===== src/rtl/lsu_pkg.sv =====
// Shared definitions for the load/store unit: access-size codes, FSM states,
// byte-enable bases and the access legality check.
package lsu_pkg;

  localparam logic [2:0] F3_B  = 3'b000;
  localparam logic [2:0] F3_H  = 3'b001;
  localparam logic [2:0] F3_W  = 3'b010;
  localparam logic [2:0] F3_BU = 3'b100;
  localparam logic [2:0] F3_HU = 3'b101;

  typedef enum logic [1:0] {
    ST_IDLE = 2'd0,
    ST_REQ  = 2'd1,
    ST_RESP = 2'd2
  } state_t;

  localparam logic [3:0] BE_B = 4'b0001;
  localparam logic [3:0] BE_H = 4'b0011;
  localparam logic [3:0] BE_W = 4'b1111;

  // Unsigned variants exist only for loads; halves and words must be naturally aligned.
  function automatic logic access_ok(input logic we, input logic [2:0] f3, input logic [1:0] off);
    logic ok;
    ok = 1'b0;
    case (f3)
      F3_B:    ok = 1'b1;
      F3_BU:   ok = !we;
      F3_H:    ok = !off[0];
      F3_HU:   ok = !we && !off[0];
      F3_W:    ok = (off == 2'b00);
      default: ok = 1'b0;
    endcase
    return ok;
  endfunction

endpackage


===== src/rtl/lsu_mem_if.sv =====
// Data-memory req/ack bus between the load/store unit (master) and memory (slave).
interface lsu_mem_if #(
  parameter int ADDR_W = 32
);
  logic              bus_req;
  logic              bus_we;
  logic [ADDR_W-1:0] bus_addr;
  logic [3:0]        bus_be;
  logic [31:0]       bus_wdata;
  logic              bus_ack;
  logic [31:0]       bus_rdata;

  modport master (
    output bus_req, bus_we, bus_addr, bus_be, bus_wdata,
    input  bus_ack, bus_rdata
  );

  modport slave (
    input  bus_req, bus_we, bus_addr, bus_be, bus_wdata,
    output bus_ack, bus_rdata
  );
endinterface


===== src/rtl/lsu_load_align.sv =====
// Selects the addressed byte/half from a memory word and sign- or zero-extends it.
// Purely combinational so it can be dropped into a pipelined load path as well.
module lsu_load_align
  import lsu_pkg::*;
(
  input  logic [2:0]  funct3,
  input  logic [1:0]  off,
  input  logic [31:0] bus_rdata,
  output logic [31:0] data
);

  logic [7:0]  lane [4];
  logic [7:0]  byte_sel;
  logic [15:0] half_sel;

  genvar gi;
  generate
    for (gi = 0; gi < 4; gi++) begin : g_lane
      assign lane[gi] = bus_rdata[8*gi +: 8];
    end
  endgenerate

  always_comb begin
    byte_sel = lane[off];
    half_sel = off[1] ? bus_rdata[31:16] : bus_rdata[15:0];
    data     = bus_rdata;
    case (funct3)
      F3_B:    data = {{24{byte_sel[7]}}, byte_sel};
      F3_BU:   data = {24'h0, byte_sel};
      F3_H:    data = {{16{half_sel[15]}}, half_sel};
      F3_HU:   data = {16'h0, half_sel};
      default: data = bus_rdata;
    endcase
  end

endmodule


===== src/rtl/lsu_mem.sv =====
// Multi-cycle load/store unit: lane steering, one req/ack bus transaction with
// timeout, and a registered extended load result with a done/err pulse.
module lsu_mem
  import lsu_pkg::*;
#(
  parameter int TIMEOUT_CYC = 255,
  parameter int ADDR_W      = 32
) (
  input  logic              clk,
  input  logic              rst_n,
  input  logic              start,
  input  logic              mem_we,
  input  logic [2:0]        funct3,
  input  logic [ADDR_W-1:0] addr,
  input  logic [31:0]       wdata,
  output logic [31:0]       mem_data,
  output logic              done,
  output logic              err,
  output logic              busy,
  lsu_mem_if.master         bus
);

  localparam int CNT_W = $clog2(TIMEOUT_CYC + 1);
  localparam logic [CNT_W-1:0] CNT_LIMIT = CNT_W'(TIMEOUT_CYC);

  state_t            state_reg, state_next;
  logic [CNT_W-1:0]  cnt_reg, cnt_next, cnt_inc;
  logic              we_reg, we_next;
  logic [2:0]        f3_reg, f3_next;
  logic [1:0]        off_reg, off_next;
  logic [31:0]       mem_data_reg, mem_data_next;
  logic              done_reg, done_next;
  logic              err_reg, err_next;
  logic              busy_reg, busy_next;
  logic              bus_req_reg, bus_req_next;
  logic              bus_we_reg, bus_we_next;
  logic [ADDR_W-1:0] bus_addr_reg, bus_addr_next;
  logic [3:0]        bus_be_reg, bus_be_next;
  logic [31:0]       bus_wdata_reg, bus_wdata_next;

  logic [3:0]        store_be;
  logic [31:0]       store_wdata;
  logic [31:0]       load_data;
  logic              req_ok;

  lsu_load_align u_load_align (
    .funct3    (f3_reg),
    .off       (off_reg),
    .bus_rdata (bus.bus_rdata),
    .data      (load_data)
  );

  // Store lane steering is computed from the live inputs so it can be latched at start.
  always_comb begin
    store_be    = BE_W;
    store_wdata = wdata;
    case (funct3[1:0])
      2'b00: begin
        store_be    = BE_B << addr[1:0];
        store_wdata = {4{wdata[7:0]}};
      end
      2'b01: begin
        store_be    = BE_H << addr[1:0];
        store_wdata = {2{wdata[15:0]}};
      end
      default: begin
        store_be    = BE_W;
        store_wdata = wdata;
      end
    endcase
  end

  assign req_ok  = access_ok(mem_we, funct3, addr[1:0]);
  assign cnt_inc = cnt_reg + CNT_W'(1);

  always_comb begin
    state_next     = state_reg;
    cnt_next       = cnt_reg;
    we_next        = we_reg;
    f3_next        = f3_reg;
    off_next       = off_reg;
    mem_data_next  = mem_data_reg;
    done_next      = 1'b0;
    err_next       = 1'b0;
    busy_next      = busy_reg;
    bus_req_next   = bus_req_reg;
    bus_we_next    = bus_we_reg;
    bus_addr_next  = bus_addr_reg;
    bus_be_next    = bus_be_reg;
    bus_wdata_next = bus_wdata_reg;

    case (state_reg)
      ST_IDLE: begin
        if (start) begin
          we_next   = mem_we;
          f3_next   = funct3;
          off_next  = addr[1:0];
          busy_next = 1'b1;
          if (req_ok) begin
            bus_req_next   = 1'b1;
            bus_we_next    = mem_we;
            bus_addr_next  = {addr[ADDR_W-1:2], 2'b00};
            bus_be_next    = mem_we ? store_be : BE_W;
            bus_wdata_next = store_wdata;
            cnt_next       = '0;
            state_next     = ST_REQ;
          end else begin
            // Illegal access: skip the bus and report straight away.
            done_next     = 1'b1;
            err_next      = 1'b1;
            mem_data_next = 32'h0;
            state_next    = ST_RESP;
          end
        end
      end
      ST_REQ: begin
        if (bus.bus_ack) begin
          bus_req_next = 1'b0;
          if (!we_reg) mem_data_next = load_data;
          done_next    = 1'b1;
          state_next   = ST_RESP;
        end else if (cnt_inc == CNT_LIMIT) begin
          bus_req_next  = 1'b0;
          done_next     = 1'b1;
          err_next      = 1'b1;
          mem_data_next = 32'h0;
          state_next    = ST_RESP;
        end else begin
          cnt_next = cnt_inc;
        end
      end
      ST_RESP: begin
        busy_next  = 1'b0;
        cnt_next   = '0;
        state_next = ST_IDLE;
      end
      default: begin
        busy_next    = 1'b0;
        bus_req_next = 1'b0;
        state_next   = ST_IDLE;
      end
    endcase
  end

  always_ff @(posedge clk or negedge rst_n) begin
    if (!rst_n) begin
      state_reg     <= ST_IDLE;
      cnt_reg       <= '0;
      we_reg        <= 1'b0;
      f3_reg        <= 3'b000;
      off_reg       <= 2'b00;
      mem_data_reg  <= 32'h0;
      done_reg      <= 1'b0;
      err_reg       <= 1'b0;
      busy_reg      <= 1'b0;
      bus_req_reg   <= 1'b0;
      bus_we_reg    <= 1'b0;
      bus_addr_reg  <= '0;
      bus_be_reg    <= 4'h0;
      bus_wdata_reg <= 32'h0;
    end else begin
      state_reg     <= state_next;
      cnt_reg       <= cnt_next;
      we_reg        <= we_next;
      f3_reg        <= f3_next;
      off_reg       <= off_next;
      mem_data_reg  <= mem_data_next;
      done_reg      <= done_next;
      err_reg       <= err_next;
      busy_reg      <= busy_next;
      bus_req_reg   <= bus_req_next;
      bus_we_reg    <= bus_we_next;
      bus_addr_reg  <= bus_addr_next;
      bus_be_reg    <= bus_be_next;
      bus_wdata_reg <= bus_wdata_next;
    end
  end

  assign mem_data      = mem_data_reg;
  assign done          = done_reg;
  assign err           = err_reg;
  assign busy          = busy_reg;
  assign bus.bus_req   = bus_req_reg;
  assign bus.bus_we    = bus_we_reg;
  assign bus.bus_addr  = bus_addr_reg;
  assign bus.bus_be    = bus_be_reg;
  assign bus.bus_wdata = bus_wdata_reg;

endmodule

===== src/flat_wrapper.sv =====
// flat-port wrapper written by rule: the top's interface ports become plain ports
module lsu_mem_flat import lsu_pkg::*;
#(
  parameter int TIMEOUT_CYC = 255,
  parameter int ADDR_W      = 32
)
  (clk, rst_n, start, mem_we, funct3, addr, wdata, mem_data, done, err, busy, bus_bus_req, bus_bus_we, bus_bus_addr, bus_bus_be, bus_bus_wdata, bus_bus_ack, bus_bus_rdata);
  lsu_mem_if #(.ADDR_W(ADDR_W)) bus_i ();
  input  logic clk;
  input  logic rst_n;
  input  logic start;
  input  logic mem_we;
  input  logic [2:0] funct3;
  input  logic [ADDR_W-1:0] addr;
  input  logic [31:0] wdata;
  output logic [31:0] mem_data;
  output logic done;
  output logic err;
  output logic busy;
  output wire logic [$bits(bus_i.bus_req)-1:0] bus_bus_req;
  output wire logic [$bits(bus_i.bus_we)-1:0] bus_bus_we;
  output wire logic [$bits(bus_i.bus_addr)-1:0] bus_bus_addr;
  output wire logic [$bits(bus_i.bus_be)-1:0] bus_bus_be;
  output wire logic [$bits(bus_i.bus_wdata)-1:0] bus_bus_wdata;
  input wire logic [$bits(bus_i.bus_ack)-1:0] bus_bus_ack;
  input wire logic [$bits(bus_i.bus_rdata)-1:0] bus_bus_rdata;
  assign bus_bus_req = bus_i.bus_req;
  assign bus_bus_we = bus_i.bus_we;
  assign bus_bus_addr = bus_i.bus_addr;
  assign bus_bus_be = bus_i.bus_be;
  assign bus_bus_wdata = bus_i.bus_wdata;
  assign bus_i.bus_ack = bus_bus_ack;
  assign bus_i.bus_rdata = bus_bus_rdata;
  lsu_mem #(.TIMEOUT_CYC(TIMEOUT_CYC), .ADDR_W(ADDR_W)) u_core (.clk(clk), .rst_n(rst_n), .start(start), .mem_we(mem_we), .funct3(funct3), .addr(addr), .wdata(wdata), .mem_data(mem_data), .done(done), .err(err), .busy(busy), .bus(bus_i));
endmodule

===== config.mk =====
export PLATFORM = sky130hd
export DESIGN_NAME = lsu_mem_flat
export DESIGN_NICKNAME = d
export VERILOG_FILES = /design/src/rtl/lsu_pkg.sv /design/src/rtl/lsu_mem_if.sv /design/src/rtl/lsu_load_align.sv /design/src/rtl/lsu_mem.sv /design/src/flat_wrapper.sv
export SDC_FILE = /design/constraint.sdc
export NUM_CORES = 1
export LEC_CHECK = 0
export CORE_UTILIZATION = 40
export CTS_CLUSTER_SIZE = 28
export DETAILED_ROUTE_END_ITERATION = 8
export PLACE_DENSITY = 0.71
export SYNTH_ARGS = -nofsm -noshare
export SYNTH_HDL_FRONTEND = slang
export SYNTH_SLANG_ARGS = --single-unit

===== constraint.sdc =====
create_clock -name clk -period 5.29 [get_ports clk]
set_clock_uncertainty 0.15 [all_clocks]
set_input_delay 1.058 -clock clk [delete_from_list [all_inputs] [get_ports clk]]
set_output_delay 1.058 -clock clk [all_outputs]
set_load 0.01 [all_outputs]

* After elaboration in Yosys (flattened, before gate mapping) *
Cells that the tools add are included.

word-level totals
  register bits after elaboration = 119
  latch bits = 0
  RAM bits = 0
  bits in read-only memories = 0
  bits of input ports = 104
  output and inout port bits = 105
  logic and storage cells = 95
  memories = 0

cells by class
  add/sub/neg operators = 1
  multipliers = 0
  divide/modulo/power cells = 0
  $lt $le $gt $ge = 1
  equality and inequality tests = 18
  shift-type cells = 2
  mux-type cells = 39
  bitwise gates (word level) = 3
  reductions and logical operators = 17

operators with widths
  operator                                                                number
  32-bit two-way mux                                                      5
  32-bit case mux with 2 select lines                                     2
  32-bit case mux with 4 select lines                                     1
  8-bit two-way mux                                                       6
  8-bit case mux with 3 select lines                                      1
  8-bit binary-select mux with 2-bit select                               1
  16-bit two-way mux                                                      1
  3-bit equality test (second input constant)                             4
  1-bit two-way mux                                                       10
  5-bit AND reduction                                                     2
  8-bit by 1-bit adder with 8-bit output (second input constant)          1
  8-bit equality test (second input constant)                             1
  2-bit two-way mux                                                       4
  2-bit != test (second input constant)                                   4
  4-bit case mux with 2 select lines                                      1
  3-bit by 1-bit equality test with 1-bit output (second input constant)  2
  2-bit zero test                                                         3
  3-bit zero test                                                         2
  1-bit case mux with 2 select lines                                      3
  2-bit AND reduction                                                     3
  1-bit case mux with 5 select lines                                      1
  2-bit by 1-bit equality test with 1-bit output (second input constant)  2
  4-bit two-way mux                                                       1
  2-bit case mux with 2 select lines                                      1
  other kinds (17)                                                        19

* Longest topological paths before layout *
Gate-level depths: netlist of the first run.

  depth after elaboration = 8
  mapped depth = 9
  depth with buffers taken out = 8

* Modules after synthesis *
A second synthesis of the first run with hierarchy kept.

second synthesis, totals
  cell total of the unflattened synthesis = 539
  area total of the unflattened synthesis = 5695.5 µm²

modules (own cells, without submodules)
  module          times used  cells an instance  area an instance (µm²)  sequential area each (µm²)
  lsu_mem         1           430                5067.4                  2977.9
  lsu_load_align  1           109                628.1                   0.0

* Worst setup path before layout of the first run *
OpenSTA, ideal clock, no wires.

  path type = in2reg
  from = input port funct3[0]
  to = register u_core.cnt_reg[2]
  library setup time = 124 ps
  arrival time = 2427 ps
  required time = 5016 ps
  path slack = 2589 ps
  stages on the path = 7
  buffers on the path = 1
  path through = buf_2 a221o_1 o41ai_2 a21oi_1 or2_1 and2_4 a211o_1

between the ends
  word-level cells in the longest chain between the ends = 4
  elaborated cells on any way between the ends = 8
  those cells by class = eq/ne: 5; mux: 1; reduce/logical: 2

RTL lines
  what                                                                    RTL line            RTL
  start, declared                                                         flat_wrapper.sv:13  input logic [2:0] funct3;
  3-bit by 2-bit equality test with 1-bit output (tied with other cells)  lsu_pkg.sv:25       case (f3)
  1-bit case mux with 5 select lines (*)                                  lsu_pkg.sv:25
  2-bit by 1-bit != test with 1-bit output (no source line) (*)           -
  5-bit AND reduction (no source line) (*)                                -
  end signal, assigned                                                    lsu_mem.sv:163      cnt_reg <= cnt_next;
  end, declared                                                           lsu_mem.sv:27       logic [CNT_W-1:0] cnt_reg, cnt_next, cnt_inc;

Mark *: on every way between the ends. The rest lies on a longest branch, timed or not.
A chain may end at the register's enable or synchronous reset.

* Worst setup path after layout of the first run *
  from = input port addr[1]
  to = register u_core.bus_addr_reg[6], in the netlist u_core.bus.bus_addr[6]

between the ends
  word-level cells in the longest chain between the ends = 3

RTL lines
  what                                  RTL line            RTL
  start, declared                       flat_wrapper.sv:14  input logic [ADDR_W-1:0] addr;
  2-bit zero test                       lsu_pkg.sv:30       F3_W: ok = (off == 2'b00);
  1-bit case mux with 5 select lines    lsu_pkg.sv:25
  3-bit AND reduction (no source line)  -
  end signal, assigned                  lsu_mem.sv:173      bus_addr_reg <= bus_addr_next;
  end, declared                         lsu_mem.sv:37       logic [ADDR_W-1:0] bus_addr_reg, bus_addr_next;

Every way passes these cells.

==> impl_metrics.toml, run 1 <==
[worst_setup_path]
crit_arrival_ps = 3460
reg2regPathDepth = 5
worst-path-buf-inv = 1
r2r_end = "u_core.mem_data[17]$_DFFE_PN0P_"
ff2ff_setup_slack_ps = 2670
critPathLaunchType = "input port"
critPathTopFamily = "compound AO/OA/AOI/OAI gates"
worst-path-max-fanout = 96
endpoint = "u_core.bus.bus_addr[6]$_DFFE_PN0P_"
critical_path.startpoint = "addr[1]"
crit_chain = "clkdlybuf4s50_1 -> o41ai_2 -> nand2_4 -> mux2_2"
criticalPathCategory = "input port to flip-flop"
cp_slowest_cell = "o41ai_2"
cp_slowest_stage_delay_ps = 650
reg2reg_from = "u_core.off_reg[1]$_DFFE_PN0P_"
required_ps = 5430
path_depth = 4
endpoint_kind = "flip-flop"

[min_path]
hp-class = "flip-flop to flip-flop"

[placed_design]
dp.cells = 867
dpl.hpwl_um = 11600
io_buffers = 206
routabilityCongestion = 0.865

[run_status]
status = "completed"

[timing]
min_period_ps = 3310
slew_violations = 0
grt_setup_unrepaired = "no"
worstMarginPinSlew_ps = 1020
hold_slack_ps = 328
fin_tns_setup_ps = 0
fmax_ghz = 0.302
hold_violations = 0
finalCritPeriodShare = 0.626
setup_viol = 0
relSlewSlack = 0.320

[clocking]
post_cts_buffers = 0
cts_hold_buf = 0
cts_buffer_depth = 2
clock-root-buffer = "clkbuf_16"
htree_levels = 4
numClockSinks = 119
clkTransAtPathRegs_ps = 50
numCtsBuffers = 17
cts_tree = "yes"
post_cts_resized = 0
clk_latency_ps = 410

[global_route]
grt_use_total = 0.233
grt_max_degree = 97
grt_first_pass_wirelength_um = 25700
overflow = 0
grt_pass1_vias = 4990
antenna_found_initial = 0

[power_and_ir_drop]
peakVddDrop_uv = 270
static-leakage-power_nw = 3.55
power.density_nw_per_um2 = 438

[logic_synthesis]
synth-seq-cells = 119
yosysSeqAreaShare = 0.531
async_reset_ff_frac = 1.00
synth_cell_type_count = 48
synthCells = 515
synth_edf_count = 0
yosys_warnings = 0
syn_area_sq_um = 5600
synth_ff_type = "dfrtp_1"
syn_area_per_cell_sq_um = 10.9

[floorplanning]
core_area_sq_um = 13500
die_area_sq_um = 14500
rows = 42
die_h_um = 120
start_util = 0.416
die_w_um = 120
io_pins = 209

[finish]
layout.cells.non_filler = 898
drive_above_1_share = 0.132
n_antenna_cell = 0
nets = 816
syn_to_final_growth_pct = 47.9

[detailed_routing]
vias = 4770
viasPerCell = 5.31
drt-total-wl_um = 16000
ant_nets = 0
wl_per_cell_um = 17.9
drt-initial-drc-count = 259
drt-pass1-iter-count = 4
drcViolationCount = 0

[flow_run]
drv_cap = 0
[layer usage]
metal / track usage / wire, um
met3: 0.114 / 1690
met4: 0.0733 / 205
met5: 0 / 0
met1: 0.267 / 6260
met2: 0.382 / 7900
[power by group]
| group | total [W] | internal, W | switching (W) |
|---|---|---|---|
| Sequential | 0.00134 | 0.00116 | 0.000184 |
| Clock | 0.00109 | 0.000696 | 0.000399 |
| Combinational | 0.00119 | 0.000683 | 0.000511 |
| Total | 0.00363 | 0.00254 | 0.00109 |
[cell usage in the layout, fill, tap and decap left out, types with 7 or more instances in the layout]
master	n
mux2_2	52
o21ai_0	50
clkbuf_16	17
mux2i_1	24
inv_1	13
nand2_1	49
a21oi_1	37
o2bb2ai_1	30
dfrtp_1	119
nor2_1	36
clkdlybuf4s50_1	205
nand3_1	7
[cells in the mapped netlist, drive strengths merged, types with 4 or more instances]
library cell | number | area (sq um)
dfrtp | 119 | 2980
mux2 | 52 | 586
nand2 | 52 | 205
o21ai | 50 | 250
a21oi | 38 | 194
nor2 | 36 | 135
o2bb2ai | 30 | 263
mux2i | 24 | 240
buf | 19 | 130
clkbuf | 16 | 60.1
inv | 13 | 48.8
nand3 | 7 | 35.0
a21boi | 6 | 45.0
a31oi | 6 | 37.5
a211o | 4 | 35.0
a21o | 4 | 30.0
nor3 | 4 | 20.0
[cell type report]
cell class | instances | area [sq um]
Tap cell | 176 | 220
Sequential cell | 119 | 2980
Multi-Input combinational cell | 349 | 2400
Clock buffer | 21 | 450
Fill cell | 1126 | 5160
Inverter | 13 | 48.8
Clock inverter | 10 | 105
Timing Repair Buffer | 210 | 2090
[worst register-to-register path, cell delays in order, from the launching register on]
cell       delay (ps)
dfrtp_1           730
mux4_2            590
a21oi_2           340
nand2_1            90
nand2_1           430
o2bb2ai_1         140
[worst min path at each step]
stage,from,slack [ps],cells past startpoint,to
3_5_place_dp,u_core.bus.bus_wdata[14]$_DFFE_PN0P_,320,2,u_core.bus.bus_wdata[14]$_DFFE_PN0P_
4_1_cts,u_core.bus.bus_wdata[14]$_DFFE_PN0P_,330,2,u_core.bus.bus_wdata[14]$_DFFE_PN0P_
5_1_grt,u_core.mem_data[22]$_DFFE_PN0P_,360,1,u_core.mem_data[22]$_DFFE_PN0P_
2_1_floorplan,u_core.state_reg[0]$_DFFE_PN0P_,330,1,u_core.bus.bus_req$_DFFE_PN0P_
6_report,u_core.bus.bus_wdata[14]$_DFFE_PN0P_,330,2,u_core.bus.bus_wdata[14]$_DFFE_PN0P_
3_3_place_gp,u_core.bus.bus_wdata[14]$_DFFE_PN0P_,310,2,u_core.bus.bus_wdata[14]$_DFFE_PN0P_
[cells by family after synthesis]
| family | synth area share |
|---|---|
| AO/OA/AOI/OAI | 0.171 |
| adder cells (fa/ha/maj) | 0.00447 |
| buffers and inverters | 0.0427 |
| flip-flops | 0.531 |
| multiplexers | 0.151 |
| other | 0.000669 |
| AND/OR/NAND/NOR | 0.0985 |
[metrics by stage]
step	instance area [sq um]	power [W]	utilization	setup WS, ps
6_report	8290	0.00363	0.616	1980
5_1_grt	8290	0.00383	0.616	1900
2_1_floorplan	5610	0.00185	-	2590
3_5_place_dp	7730	0.00255	0.575	1590
4_1_cts	8290	0.00367	0.616	2030
3_3_place_gp	7730	0.00252	0.575	1660
(Power assumes the default switching activity.)
==> run 2, diff against run 1 <==
- PLACE_DENSITY: 0.71 -> 0.74
- clock period: 5.29 -> 3 ns (I/O delays scaled with it)
==> impl_metrics.toml, run 2 (synthesized netlist as in run 1, its figures left out) <==
[global_route]
grt_pass1_vias = 5049
overflow = 0
antenna_found_initial = 0
grt_first_pass_wirelength_um = 25600
grt_use_total = 0.232
grt_max_degree = 87

[power_and_ir_drop]
switchingPower_w = 0.00197
static-leakage-power_nw = 3.60
swShare = 0.301
intPower_w = 0.00457
p_clk_frac = 0.311
power.density_nw_per_um2 = 777
peakVddDrop_uv = 577
p_comb_frac = 0.326
p_seq_frac = 0.363

[worst_setup_path]
crit_chain = "mux4_2 -> a21oi_2 -> nand2_1 -> nand2_1 -> o2bb2ai_1"
cp_slowest_stage_delay_ps = 760
worst-path-buf-inv = 0
crit_arrival_ps = 2640
endpoint_kind = "flip-flop"
critPathTopFamily = "flip-flops"
critPathLaunchType = "flip-flop"
path_common_cell = "nand2_1"
criticalPathCategory = "flip-flop to flip-flop"
r2r_end = "u_core.mem_data[29]$_DFFE_PN0P_"
worst-path-max-fanout = 18
required_ps = 3130
reg2reg_from = "u_core.off_reg[1]$_DFFE_PN0P_"
reg2regPathDepth = 5
ff2ff_setup_slack_ps = 490
cp_slowest_cell = "dfrtp_1"

[clocking]
clkTransAtPathRegs_ps = 60
cts_hold_buf = 0
cts_tree = "yes"
numClockSinks = 119
post_cts_resized = 0
numCtsBuffers = 17
post_cts_buffers = 0
clock-root-buffer = "clkbuf_16"
cts_buffer_depth = 2
clk_latency_ps = 420
htree_levels = 4

[timing]
hold_violations = 0
slew_violations = 0
setup_viol = 0
hold_slack_ps = 92.3
finalCritPeriodShare = 0.836
worstMarginPinSlew_ps = 1080
min_period_ps = 2510
fin_tns_setup_ps = 0
relSlewSlack = 0.278
grt_setup_unrepaired = "no"
worst_slack_ps = 493
fmax_ghz = 0.399

[floorplanning]
core_area_sq_um = 13500
die_w_um = 120
die_h_um = 120
start_util = 0.416
io_pins = 209
die_area_sq_um = 14500
rows = 42

[detailed_routing]
drt-initial-drc-count = 280
viasPerCell = 5.21
drt-total-wl_um = 16100
ant_nets = 0
vias = 4728
drcViolationCount = 0
wl_per_cell_um = 17.7
drt-pass1-iter-count = 5

[run_status]
status = "completed"

[placed_design]
dpl.hpwl_um = 11500
place_area_sq_um = 7820
pre_cts_slack_ps = 141
io_buffers = 206
routabilityCongestion = 0.889
dp.cells = 875

[finish]
n_antenna_cell = 0
fin_area_sq_um = 8410
layout.cells.non_filler = 907
nets = 824
drive_above_1_share = 0.144
final_common_cell = "clkdlybuf4s50_1"
syn_to_final_growth_pct = 50.1
layout_common_cells = "205 x clkdlybuf4s50_1, 119 x dfrtp_1, 52 x mux2_2, 50 x o21ai_0, 49 x nand2_1"

[min_path]
hp-class = "input port to async pin"

[flow_run]
drv_cap = 0
==> run 2: cell types whose count changed in the layout (fill, tap and decap cells not counted) <==
cell	before	now
buf_4	5	11
clkinvlp_4	2	5
buf_12	0	2
clkinv_2	6	4
bufinv_16	2	3
clkbuf_1	3	2
clkbuf_8	1	0
clkinv_4	0	1
==> run 2: cell type report <==
type / count / area (sq um)
Tap cell: 176 / 220
Timing Repair Buffer: 218 / 2170
Multi-Input combinational cell: 349 / 2400
Inverter: 13 / 48.8
Fill cell: 1091 / 5040
Sequential cell: 119 / 2980
Clock buffer: 19 / 433
Clock inverter: 13 / 156
==> run 2: worst register-to-register path: stages (launching register included) <==
cell	delay (ps)
dfrtp_1	760
mux4_2	600
a21oi_2	180
nand2_1	90
nand2_1	450
o2bb2ai_1	150
==> run 2: worst max path at each step <==
stage,from,to,cells past startpoint
detailed placement,addr[0],u_core.mem_data[28]$_DFFE_PN0P_,8
floorplan,funct3[0],u_core.cnt_reg[2]$_DFFE_PN0P_,7
CTS,u_core.cnt_reg[0]$_DFFE_PN0P_,u_core.mem_data[15]$_DFFE_PN0P_,8
global route,u_core.off_reg[1]$_DFFE_PN0P_,u_core.mem_data[15]$_DFFE_PN0P_,5
finish,u_core.off_reg[1]$_DFFE_PN0P_,u_core.mem_data[29]$_DFFE_PN0P_,5
global placement,addr[0],u_core.mem_data[29]$_DFFE_PN0P_,8
==> run 2: metal layers <==
metal  track usage  up-vias  share of wire
met5             0        -              0
met4        0.0764        0          0.016
met3         0.115       21           0.10
met2         0.385      184           0.50
met1         0.259     2277           0.39
li1              -     2246              -
==> run 2: metrics by stage <==
stage,utilization,total power (W)
global placement,0.581,0.00446
floorplan,-,0.00327
CTS,0.625,0.00659
global route,0.625,0.00687
finish,0.625,0.00653
detailed placement,0.581,0.00452
==> run 2: power by group through the flow <==
| stage | Combinational [W] | Sequential [W] | Clock [W] |
|---|---|---|---|
| 3_3_place_gp | 0.00209 | 0.00237 | 0 |
| 6_report | 0.00213 | 0.00237 | 0.00203 |
| 2_1_floorplan | 0.000783 | 0.00248 | 0 |
| 3_5_place_dp | 0.00213 | 0.00239 | 0 |
| 4_1_cts | 0.00215 | 0.00237 | 0.00207 |
| 5_1_grt | 0.00230 | 0.00243 | 0.00214 |
==> run 3, diff against run 2 <==
- PLACE_DENSITY: 0.74 -> 0.71
- clock period: 3 -> 2.65 ns (I/O delays scaled with it)
==> impl_metrics.toml, run 3 (synthesized netlist as in run 1, its figures left out) <==
[run_status]
status = "finished with violations"
violations = "hold timing"

[timing]
fmax_ghz = 0.429
hold_violations = 12
fin_tns_setup_ps = 0
slew_violations = 0
hold_slack_ps = -23.3
relSlewSlack = 0.314
grt_setup_unrepaired = "no"
min_period_ps = 2330
setup_viol = 0
worstMarginPinSlew_ps = 1030
finalCritPeriodShare = 0.879
worst_slack_ps = 321

[global_route]
overflow = 0
grt_use_total = 0.243
grt_pass1_vias = 5149
grt_first_pass_wirelength_um = 26700
grt_max_degree = 78
antenna_found_initial = 0

[clocking]
clk_latency_ps = 420
post_cts_buffers = 0
post_cts_resized = 0
htree_levels = 4
cts_buffer_depth = 2
clock-root-buffer = "clkbuf_16"
cts_hold_buf = 0
clkTransAtPathRegs_ps = 50
numClockSinks = 119
numCtsBuffers = 17
cts_tree = "yes"

[finish]
n_antenna_cell = 0
nFillCells = 1090
regArea_sq_um = 2980
syn_to_final_growth_pct = 53.1
drive_above_1_share = 0.158
final_common_cell = "clkdlybuf4s50_1"
finalCoreUtilization = 0.638
multi_input_area_sq_um = 2400
nets = 839
layout_common_cells = "205 x clkdlybuf4s50_1, 119 x dfrtp_1, 52 x mux2_2, 50 x o21ai_0, 49 x nand2_1"

[worst_setup_path]
crit_arrival_ps = 2470
required_ps = 2790
critPathLaunchType = "flip-flop"
endpoint_kind = "flip-flop"
criticalPathCategory = "flip-flop to flip-flop"
worst-path-max-fanout = 30

[detailed_routing]
drt-initial-drc-count = 281
wl_per_cell_um = 18.0
vias = 4861
drt-pass1-iter-count = 5
drcViolationCount = 0
ant_nets = 0
viasPerCell = 5.28
drt-total-wl_um = 16600

[placed_design]
dpl.hpwl_um = 12200
io_buffers = 206
pre_cts_slack_ps = -21.0
routabilityCongestion = 0.857

[min_path]
hp-class = "input port to async pin"

[floorplanning]
start_util = 0.416
die_w_um = 120
die_h_um = 120
rows = 42
core_area_sq_um = 13500
io_pins = 209
die_area_sq_um = 14500

[power_and_ir_drop]
p_seq_frac = 0.349
static-leakage-power_nw = 3.70
swShare = 0.294
peakVddDrop_uv = 530
p_total_w = 0.00754
p_comb_frac = 0.336
power.density_nw_per_um2 = 879
p_clk_frac = 0.315
intPower_w = 0.00532
switchingPower_w = 0.00222

[flow_run]
drv_cap = 0
-- run 3: power groups by stage --
stage / Clock, W / Sequential (W) / Combinational [W]
after floorplan: 0 / 0.00281 / 0.000886
after global placement: 0 / 0.00263 / 0.00248
after detailed placement: 0 / 0.00266 / 0.00254
after CTS: 0.00240 / 0.00264 / 0.00256
after global routing: 0.00248 / 0.00270 / 0.00274
final: 0.00238 / 0.00263 / 0.00253
-- run 3: worst paths after layout --
| check | from | to | slack (ps) | cells past startpoint |
|---|---|---|---|---|
| setup / recovery | u_core.cnt_reg[0]$_DFFE_PN0P_ | u_core.mem_data[21]$_DFFE_PN0P_ | 320 | 8 |
| hold / removal | rst_n | u_core.bus.bus_addr[5]$_DFFE_PN0P_ | -20 | 1 |
| setup reg to reg | u_core.cnt_reg[0]$_DFFE_PN0P_ | u_core.mem_data[21]$_DFFE_PN0P_ | 320 | 8 |
| hold reg to reg | u_core.bus.bus_wdata[27]$_DFFE_PN0P_ | u_core.bus.bus_wdata[27]$_DFFE_PN0P_ | 330 | 2 |
| max in group asynchronous | rst_n | u_core.bus.bus_wdata[6]$_DFFE_PN0P_ | 1680 | 2 |
| min in group clk | u_core.bus.bus_wdata[27]$_DFFE_PN0P_ | u_core.bus.bus_wdata[27]$_DFFE_PN0P_ | 330 | 2 |
-- run 3: cell type report --
| class | count | share of cell area |
|---|---|---|
| clock buffer | 24 | 0.0573 |
| clock inverter | 7 | 0.0137 |
| inverter | 13 | 0.00569 |
| multi-input combinational | 349 | 0.279 |
| sequential | 119 | 0.347 |
| tap | 176 | 0.0257 |
| timing repair buffer | 233 | 0.271 |
-- run 3: through the flow --
stage | cells | hold WS [ps] | instance area [sq um]
floorplan | 516 | 84.4 | 5610
finish | 921 | -23.3 | 8580
global placement | 890 | 311 | 7970
global route | 921 | 39.4 | 8580
CTS | 921 | 12.6 | 8580
detailed placement | 890 | 323 | 7970
-- run 3: critical path, stage by stage, from the launching register on --
cell       delay (ps)
dfrtp_1           430
ha_1              300
nor2b_1           170
a32oi_1           130
and3_4            210
o21bai_4          370
nand2_4           110
buf_12            180
o2bb2ai_1         150
-- run 3: routing by layer --
metal,global-route usage,share of wire,up-vias
met4,0.0995,0.024,0
met1,0.285,0.40,2356
met3,0.109,0.10,34
met2,0.386,0.48,188
met5,0,0,-
li1,-,-,2283
